$ cat src/rtl/cmd_proc_pkg.sv
// Shared opcode, state and response definitions for the queued command processor.
package cmd_proc_pkg;

  typedef enum logic [2:0] {
    OP_CAL   = 3'b000,
    OP_HDNG  = 3'b001,
    OP_MOVE  = 3'b010,
    OP_SOLVE = 3'b011,
    OP_FLUSH = 3'b111
  } opcode_t;

  typedef enum logic [2:0] {
    IDLE,
    CAL,
    HDNG,
    MOVE,
    SOLVE
  } state_t;

  localparam logic [7:0] RESP_ACK = 8'hA5;
  localparam logic [7:0] RESP_ERR = 8'hE5;

endpackage

$ cat src/rtl/cmd_fifo.sv
// Synchronous command FIFO with combinational head word and a clear that empties it in one cycle.
module cmd_fifo #(
  parameter int W     = 16,
  parameter int DEPTH = 4
) (
  input  logic                         clk,
  input  logic                         rst_n,
  input  logic                         push,
  input  logic                         pop,
  input  logic                         clr,
  input  logic [W-1:0]                 din,
  output logic [W-1:0]                 dout,
  output logic                         full,
  output logic                         empty,
  output logic [$clog2(DEPTH+1)-1:0]   cnt
);

  localparam int AW    = $clog2(DEPTH);
  localparam int CNT_W = $clog2(DEPTH+1);

  logic [W-1:0]  mem [DEPTH];
  logic [AW-1:0] wr_ptr;
  logic [AW-1:0] rd_ptr;
  logic          do_push;
  logic          do_pop;

  assign full    = (cnt == CNT_W'(DEPTH));
  assign empty   = (cnt == '0);
  assign do_push = push && !full;
  assign do_pop  = pop && !empty;
  assign dout    = mem[rd_ptr];

  always_ff @(posedge clk) begin
    if (!rst_n || clr) begin
      wr_ptr <= '0;
      rd_ptr <= '0;
      cnt    <= '0;
    end else begin
      if (do_push) wr_ptr <= wr_ptr + 1'b1;
      if (do_pop)  rd_ptr <= rd_ptr + 1'b1;
      cnt <= cnt + CNT_W'(do_push) - CNT_W'(do_pop);
    end
  end

  // Storage carries no reset; validity is tracked by the pointers and count.
  always_ff @(posedge clk) begin
    if (do_push && !clr) mem[wr_ptr] <= din;
  end

endmodule

$ cat src/rtl/cmd_proc_q.sv
// Queued command processor: buffers commands, dispatches one at a time, reports ACK/ERR,
// enforces a per-command timeout and honours an out-of-band FLUSH.
module cmd_proc_q
  import cmd_proc_pkg::*;
#(
  parameter int CMD_W   = 16,
  parameter int HDNG_W  = 12,
  parameter int Q_DEPTH = 4,
  parameter int TMO_CYC = 50000000
) (
  input  logic                           clk,
  input  logic                           rst_n,
  input  logic [CMD_W-1:0]               cmd,
  input  logic                           cmd_rdy,
  output logic                           clr_cmd_rdy,
  output logic                           send_resp,
  output logic [7:0]                     resp,
  input  logic                           cal_done,
  output logic                           strt_cal,
  output logic                           in_cal,
  input  logic                           mv_cmplt,
  output logic                           strt_hdng,
  output logic                           strt_mv,
  output logic                           stp_lft,
  output logic                           stp_rght,
  output logic [HDNG_W-1:0]              dsrd_hdng,
  input  logic                           sol_cmplt,
  output logic                           cmd_md,
  output logic                           abort,
  output logic                           busy,
  output logic [$clog2(Q_DEPTH+1)-1:0]   q_cnt
);

  localparam int TMR_W = $clog2(TMO_CYC+1);
  localparam logic [TMR_W-1:0] TMO_LAST = TMR_W'(TMO_CYC-1);

  state_t            state;
  state_t            state_nxt;
  logic [TMR_W-1:0]  timer;
  logic [HDNG_W-1:0] hdng_r;
  logic [CMD_W-1:0]  head;
  logic              full;
  logic              empty;
  logic              flush;
  logic              push;
  logic              dispatch;
  logic              done;
  logic              tmo;
  opcode_t           in_op;
  opcode_t           hd_op;

  cmd_fifo #(.W(CMD_W), .DEPTH(Q_DEPTH)) u_fifo (
    .clk   (clk),
    .rst_n (rst_n),
    .push  (push),
    .pop   (dispatch),
    .clr   (flush),
    .din   (cmd),
    .dout  (head),
    .full  (full),
    .empty (empty),
    .cnt   (q_cnt)
  );

  assign busy   = (state != IDLE);
  assign in_cal = (state == CAL);

  // Strobes and responses are decided combinationally from the registered state; a held
  // reset suppresses every strobe so an op killed by reset never answers.
  always_comb begin
    in_op       = opcode_t'(cmd[CMD_W-1 -: 3]);
    hd_op       = opcode_t'(head[CMD_W-1 -: 3]);
    flush       = rst_n && cmd_rdy && (in_op == OP_FLUSH);
    push        = rst_n && cmd_rdy && !flush && !full;
    clr_cmd_rdy = flush || push;
    dispatch    = rst_n && (state == IDLE) && !empty && !flush;
    done        = ((state == CAL) && cal_done) ||
                  (((state == HDNG) || (state == MOVE)) && mv_cmplt) ||
                  ((state == SOLVE) && sol_cmplt);
    tmo         = busy && !done && (timer == TMO_LAST);
    state_nxt   = state;
    strt_cal    = 1'b0;
    strt_hdng   = 1'b0;
    strt_mv     = 1'b0;
    send_resp   = 1'b0;
    resp        = RESP_ACK;
    abort       = 1'b0;
    if (flush) begin
      send_resp = 1'b1;
      abort     = busy;
      state_nxt = IDLE;
    end else if (dispatch) begin
      case (hd_op)
        OP_CAL:   begin strt_cal  = 1'b1; state_nxt = CAL;   end
        OP_HDNG:  begin strt_hdng = 1'b1; state_nxt = HDNG;  end
        OP_MOVE:  begin strt_mv   = 1'b1; state_nxt = MOVE;  end
        OP_SOLVE: state_nxt = SOLVE;
        default:  begin send_resp = 1'b1; resp = RESP_ERR; end
      endcase
    end else if (rst_n && busy && done) begin
      send_resp = 1'b1;
      state_nxt = IDLE;
    end else if (rst_n && tmo) begin
      send_resp = 1'b1;
      resp      = RESP_ERR;
      abort     = 1'b1;
      state_nxt = IDLE;
    end
    cmd_md    = !rst_n || !((state == SOLVE) || (state_nxt == SOLVE));
    dsrd_hdng = (dispatch && (hd_op == OP_HDNG)) ? head[HDNG_W-1:0] : hdng_r;
  end

  always_ff @(posedge clk) begin
    if (!rst_n) begin
      state    <= IDLE;
      timer    <= '0;
      hdng_r   <= '0;
      stp_lft  <= 1'b0;
      stp_rght <= 1'b0;
    end else begin
      state <= state_nxt;
      if (dispatch)  timer <= '0;
      else if (busy) timer <= timer + 1'b1;
      if (dispatch && (hd_op == OP_HDNG)) hdng_r <= head[HDNG_W-1:0];
      if (dispatch && (hd_op == OP_MOVE)) begin
        stp_lft  <= head[1];
        stp_rght <= head[0];
      end else if ((state == MOVE) && (state_nxt != MOVE)) begin
        stp_lft  <= 1'b0;
        stp_rght <= 1'b0;
      end
    end
  end

endmodule

$ cat config.mk
export PLATFORM = sky130hd
export DESIGN_NAME = cmd_proc_q
export DESIGN_NICKNAME = d
export VERILOG_FILES = /design/src/rtl/cmd_proc_pkg.sv /design/src/rtl/cmd_fifo.sv /design/src/rtl/cmd_proc_q.sv
export SDC_FILE = /design/constraint.sdc
export NUM_CORES = 1
export LEC_CHECK = 0
export BUFFER_PORTS_ARGS = -buffer_cell sky130_fd_sc_hd__buf_2
export CORE_ASPECT_RATIO = 1.5
export CORE_MARGIN = 2
export CORE_UTILIZATION = 32
export DETAILED_ROUTE_END_ITERATION = 6
export GPL_TIMING_DRIVEN = 0
export PLACE_DENSITY_LB_ADDON = 0.3
export SYNTH_ARGS = -nofsm -noshare
export SYNTH_HDL_FRONTEND = slang
export SYNTH_SLANG_ARGS = --single-unit
$ cat constraint.sdc
create_clock -name clk -period 2.26 [get_ports clk]
set_clock_uncertainty 0.15 [all_clocks]
set_input_delay 0 -clock clk [delete_from_list [all_inputs] [get_ports clk]]
set_output_delay 0 -clock clk [all_outputs]
set_load 0.005 [all_outputs]
==> flow_metrics.env <==
export IMPL_outcome="complete, but fails checks"
export IMPL_failed_checks="setup timing"
export IMPL_hold_path_startpoint="rst_n"
export IMPL_power_density_cell_area_nw_per_um2=898.6
export IMPL_gr_total_overflow=0
export IMPL_vias_per_cell=4.767
export IMPL_area_growth_synth_to_final_pct=31.16
export IMPL_die_area_sq_um=16050
export IMPL_routedWlPerCell_um=15.61
export IMPL_gp_routability_congestion=0.7546
export IMPL_finish_cell_count_without_fillers=669
export IMPL_num_rows=54
export IMPL_timing_critical_path_to_type="output pin"
export IMPL_die_extent_in_x_um=104.1
export IMPL_maxCapViolCount=0
export IMPL_design_core_area_sq_um=14590
export IMPL_postSynthAreaPerCell_sq_um=13.07
export IMPL_layout_drive_gt1_share=0.3805
export IMPL_ys_warnings_count=0
export IMPL_timing_critical_path_arrival_ns=2.34
export IMPL_clk_insertion_delay_late_ns=0.35
export IMPL_switchingPower_w=0.001682
export IMPL_destination_of_the_worst_hold_path="u_fifo.cnt[2]$_SDFF_PP0_"
export IMPL_synth_edff_count=60
export IMPL_start_util=0.3296
export IMPL_final_max_slew_viol_count=0
export IMPL_grt_pass1_wl_mm=16.47
export IMPL_vias=3189
export IMPL_grt_setup_unrepaired="true"
export IMPL_ctsHtreeMaxLevel=3
export IMPL_reg2reg_depth=7
export IMPL_numPortBuffers=46
export IMPL_power_static_leakage_nw=2.349
export IMPL_netlist_instances=368
export IMPL_place_detailed_instances=615
export IMPL_timing_setup_critical_path_class="flop to output pin"
export IMPL_synth_top_area_cell="edfxtp_1"
export IMPL_mappedNetlistArea_sq_um=4811
export IMPL_vdd_ir_drop_max_mv=0.5582
export IMPL_clockBufferDepth=2
export IMPL_critPathLaunchType="flop"
export IMPL_power_internal_w=0.003988
export IMPL_largest_driver_fanout_on_the_critical_path=5
export IMPL_hold_violation_count_in_the_final_report=0
export IMPL_synth_top_flop_cell="edfxtp_1"
export IMPL_track_usage=0.1311
export IMPL_cts_root_buffer_cell="clkbuf_16"
export IMPL_grt_antenna_before_repair=0
export IMPL_r2r_slack_ns=-0.10
export IMPL_synth_most_common_cell="edfxtp_1"
export IMPL_hpwl_mm=6.633
export IMPL_floorplan_io_pins=56
export IMPL_power_sequential_fraction=0.420
export IMPL_top_cell_type_s_share_of_synthesized_area=0.3745
export IMPL_num_antenna_cells=0
export IMPL_num_nets_final=498
export IMPL_cts_inserted_buffers=9
export IMPL_min_period_over_period=1.100
export IMPL_yosys_cell_types_count=50
export IMPL_clockPowerShare=0.296
export IMPL_hold_path_depth=3
export IMPL_first_global_vias=3167
export IMPL_cts_sinks=112
export IMPL_final_setup_viol_count=15
export IMPL_synthArstFlopShare=0
export IMPL_detailedRoute_firstIterationViolations=152
export IMPL_ys_top_cells_by_area="edfxtp_1, dfxtp_1, mux4_2"
export IMPL_worstHoldPathType="primary input to flop"
export IMPL_pwr_share_comb=0.284
export IMPL_fmaxAchievable_mhz=402.3
export IMPL_fin_ws_ns=-0.2255
export IMPL_ant_nets=0
export IMPL_cts_tree="yes"
export IMPL_grt_start_max_net_pins=23
export IMPL_yosysSeqAreaShare=0.5909
export IMPL_synthTopCellsByCount="edfxtp_1, dfxtp_1, nor2_1"
export IMPL_drc=0
export IMPL_worst_pin_slew_ns=0.6984
export IMPL_final_sum_of_negative_setup_slack_ns=-2.832
export IMPL_ys_seq_elements=112
export IMPL_worst_setup_hold_path_clk_slew_ns=0.08
export IMPL_crit_required_ns=2.11
export IMPL_drt_first_pass_iters=4
export IMPL_routed_wl_mm=10.45
export IMPL_slew_headroom=0.5344
export IMPL_regToRegEndpoint="hdng_r[5]$_SDFF_PN0_"
export IMPL_die_h_um=154.2
export IMPL_finalCriticalPeriod_ns=2.486
export IMPL_power_switching_fraction=0.2966
-- cells by family (layout without fill, tap and decap cells) --
group           count (synthesis)  in the layout  synth area share
buf+inv                        34            134           0.03771
mux                            28             28            0.1074
xor+xnor                       28             28           0.05097
fa+ha+maj                       8              8           0.02237
compound gates                 21             21           0.02861
flops                         112            112            0.5909
other cells                     2              7          0.001561
simple gates                  135            135            0.1605
-- how the worst max path moves through the flow --
stage | from | end | cells after the start
after floorplan | state[1]$_SDFF_PN0_ | u_fifo.cnt[2]$_SDFF_PP0_ | 12
after global placement | u_fifo.cnt[1]$_SDFF_PP0_ | u_fifo.mem[0][2]$_DFFE_PP_ | 3
after detailed placement | u_fifo.cnt[1]$_SDFF_PP0_ | u_fifo.mem[0][2]$_DFFE_PP_ | 3
after CTS | flop | dsrd_hdng[4] | 7
after global routing | flop | dsrd_hdng[4] | 6
final | flop | dsrd_hdng[4] | 6
-- sequential cells by signal, summed over array words and instances, names as in the netlist, named ones only --
register,flops
u_fifo.wr_ptr,2
stp_rght,1
u_fifo.mem,60
timer,26
u_fifo.cnt,3
hdng_r,12
state,3
u_fifo.rd_ptr,2
stp_lft,1
-- worst max-delay path, stage by stage (launching register included) --
cell and delay, ns:
dfxtp_4 0.39, mux4_2 0.56, nor4b_4 0.30, buf_6 0.16, buf_8 0.14, mux2_4 0.32, buf_6 0.12
-- metrics by stage --
stage / cell area (sq um) / worst slack, ns / util / hold WS [ns] / total power (W)
floorplan: 4837 / -0.1040 / - / -0.05113 / 0.003232
finish: 6310 / -0.2255 / 0.4324 / 0.2235 / 0.005670
CTS: 6135 / -0.3073 / 0.4204 / 0.1569 / 0.005553
detailed placement: 5313 / -0.4414 / 0.3640 / 0.06951 / 0.003568
global route: 6310 / -0.2963 / 0.4324 / 0.2496 / 0.005953
global placement: 5313 / -0.4107 / 0.3640 / 0.06095 / 0.003541
-- power by group through the flow --
stage	Sequential [W]	Clock, W	Combinational (W)
floorplan	0.00238	0	0.000855
global placement	0.00239	0	0.00115
detailed placement	0.00239	0	0.00117
CTS	0.00237	0.00172	0.00146
global route	0.00239	0.00180	0.00176
finish	0.00238	0.00168	0.00161
-- cell usage in the layout, fill, tap and decap left out, types with 4 or more instances in the layout --
master         netlist  routed
edfxtp_1            60      60
dfxtp_1             52      42
nor2_1              37      36
buf_2                0      34
buf_4                8      26
nand2_1             19      17
buf_6                3      17
xor2_1              17      16
dlygate4sd3_1        0      16
mux4_2              15      15
mux2_4               9      12
inv_1               14      11
nand3_1             11      11
xnor2_1             11      11
nand4_1             10      10
and2_4               0      10
clkbuf_16            0      10
and3_1               8       7
conb_1               2       7
dfxtp_2              0       6
a21oi_1              5       5
and2_1              19       5
ha_1                 7       5
clkbuf_1             7       4
and2_2               0       4
dfxtp_4              0       4
-- per-layer routing --
layer  wire length (um)  global-route usage  vias to the layer above
li1                   -                   -                     1521
met1               4459              0.1584                     1567
met2               5405              0.2312                       90
met3                412             0.02613                       11
met4                169             0.04826                        0
met5                  0                   0                        -
-- final cells by class --
cell class	instances	area (sq um)
sequential	112	2865
tap	196	245.2
multi-input combinational	227	2004
timing repair buffer	88	704.4
fill	1402	8284
clock inverter	6	77.57
buffer	16	107.6
clock buffer	10	250.2
inverter	14	55.05
-- timing repair --
item	4_1_cts	5_1_grt
pin swaps	10	17
gates cloned	1	0
hold buffers	16	0
setup endpoints to repair	110	41
setup buffers	16	9
hold endpoints to repair	63	0
gates resized for setup	60	30
Power figures use the tool's default switching activity.
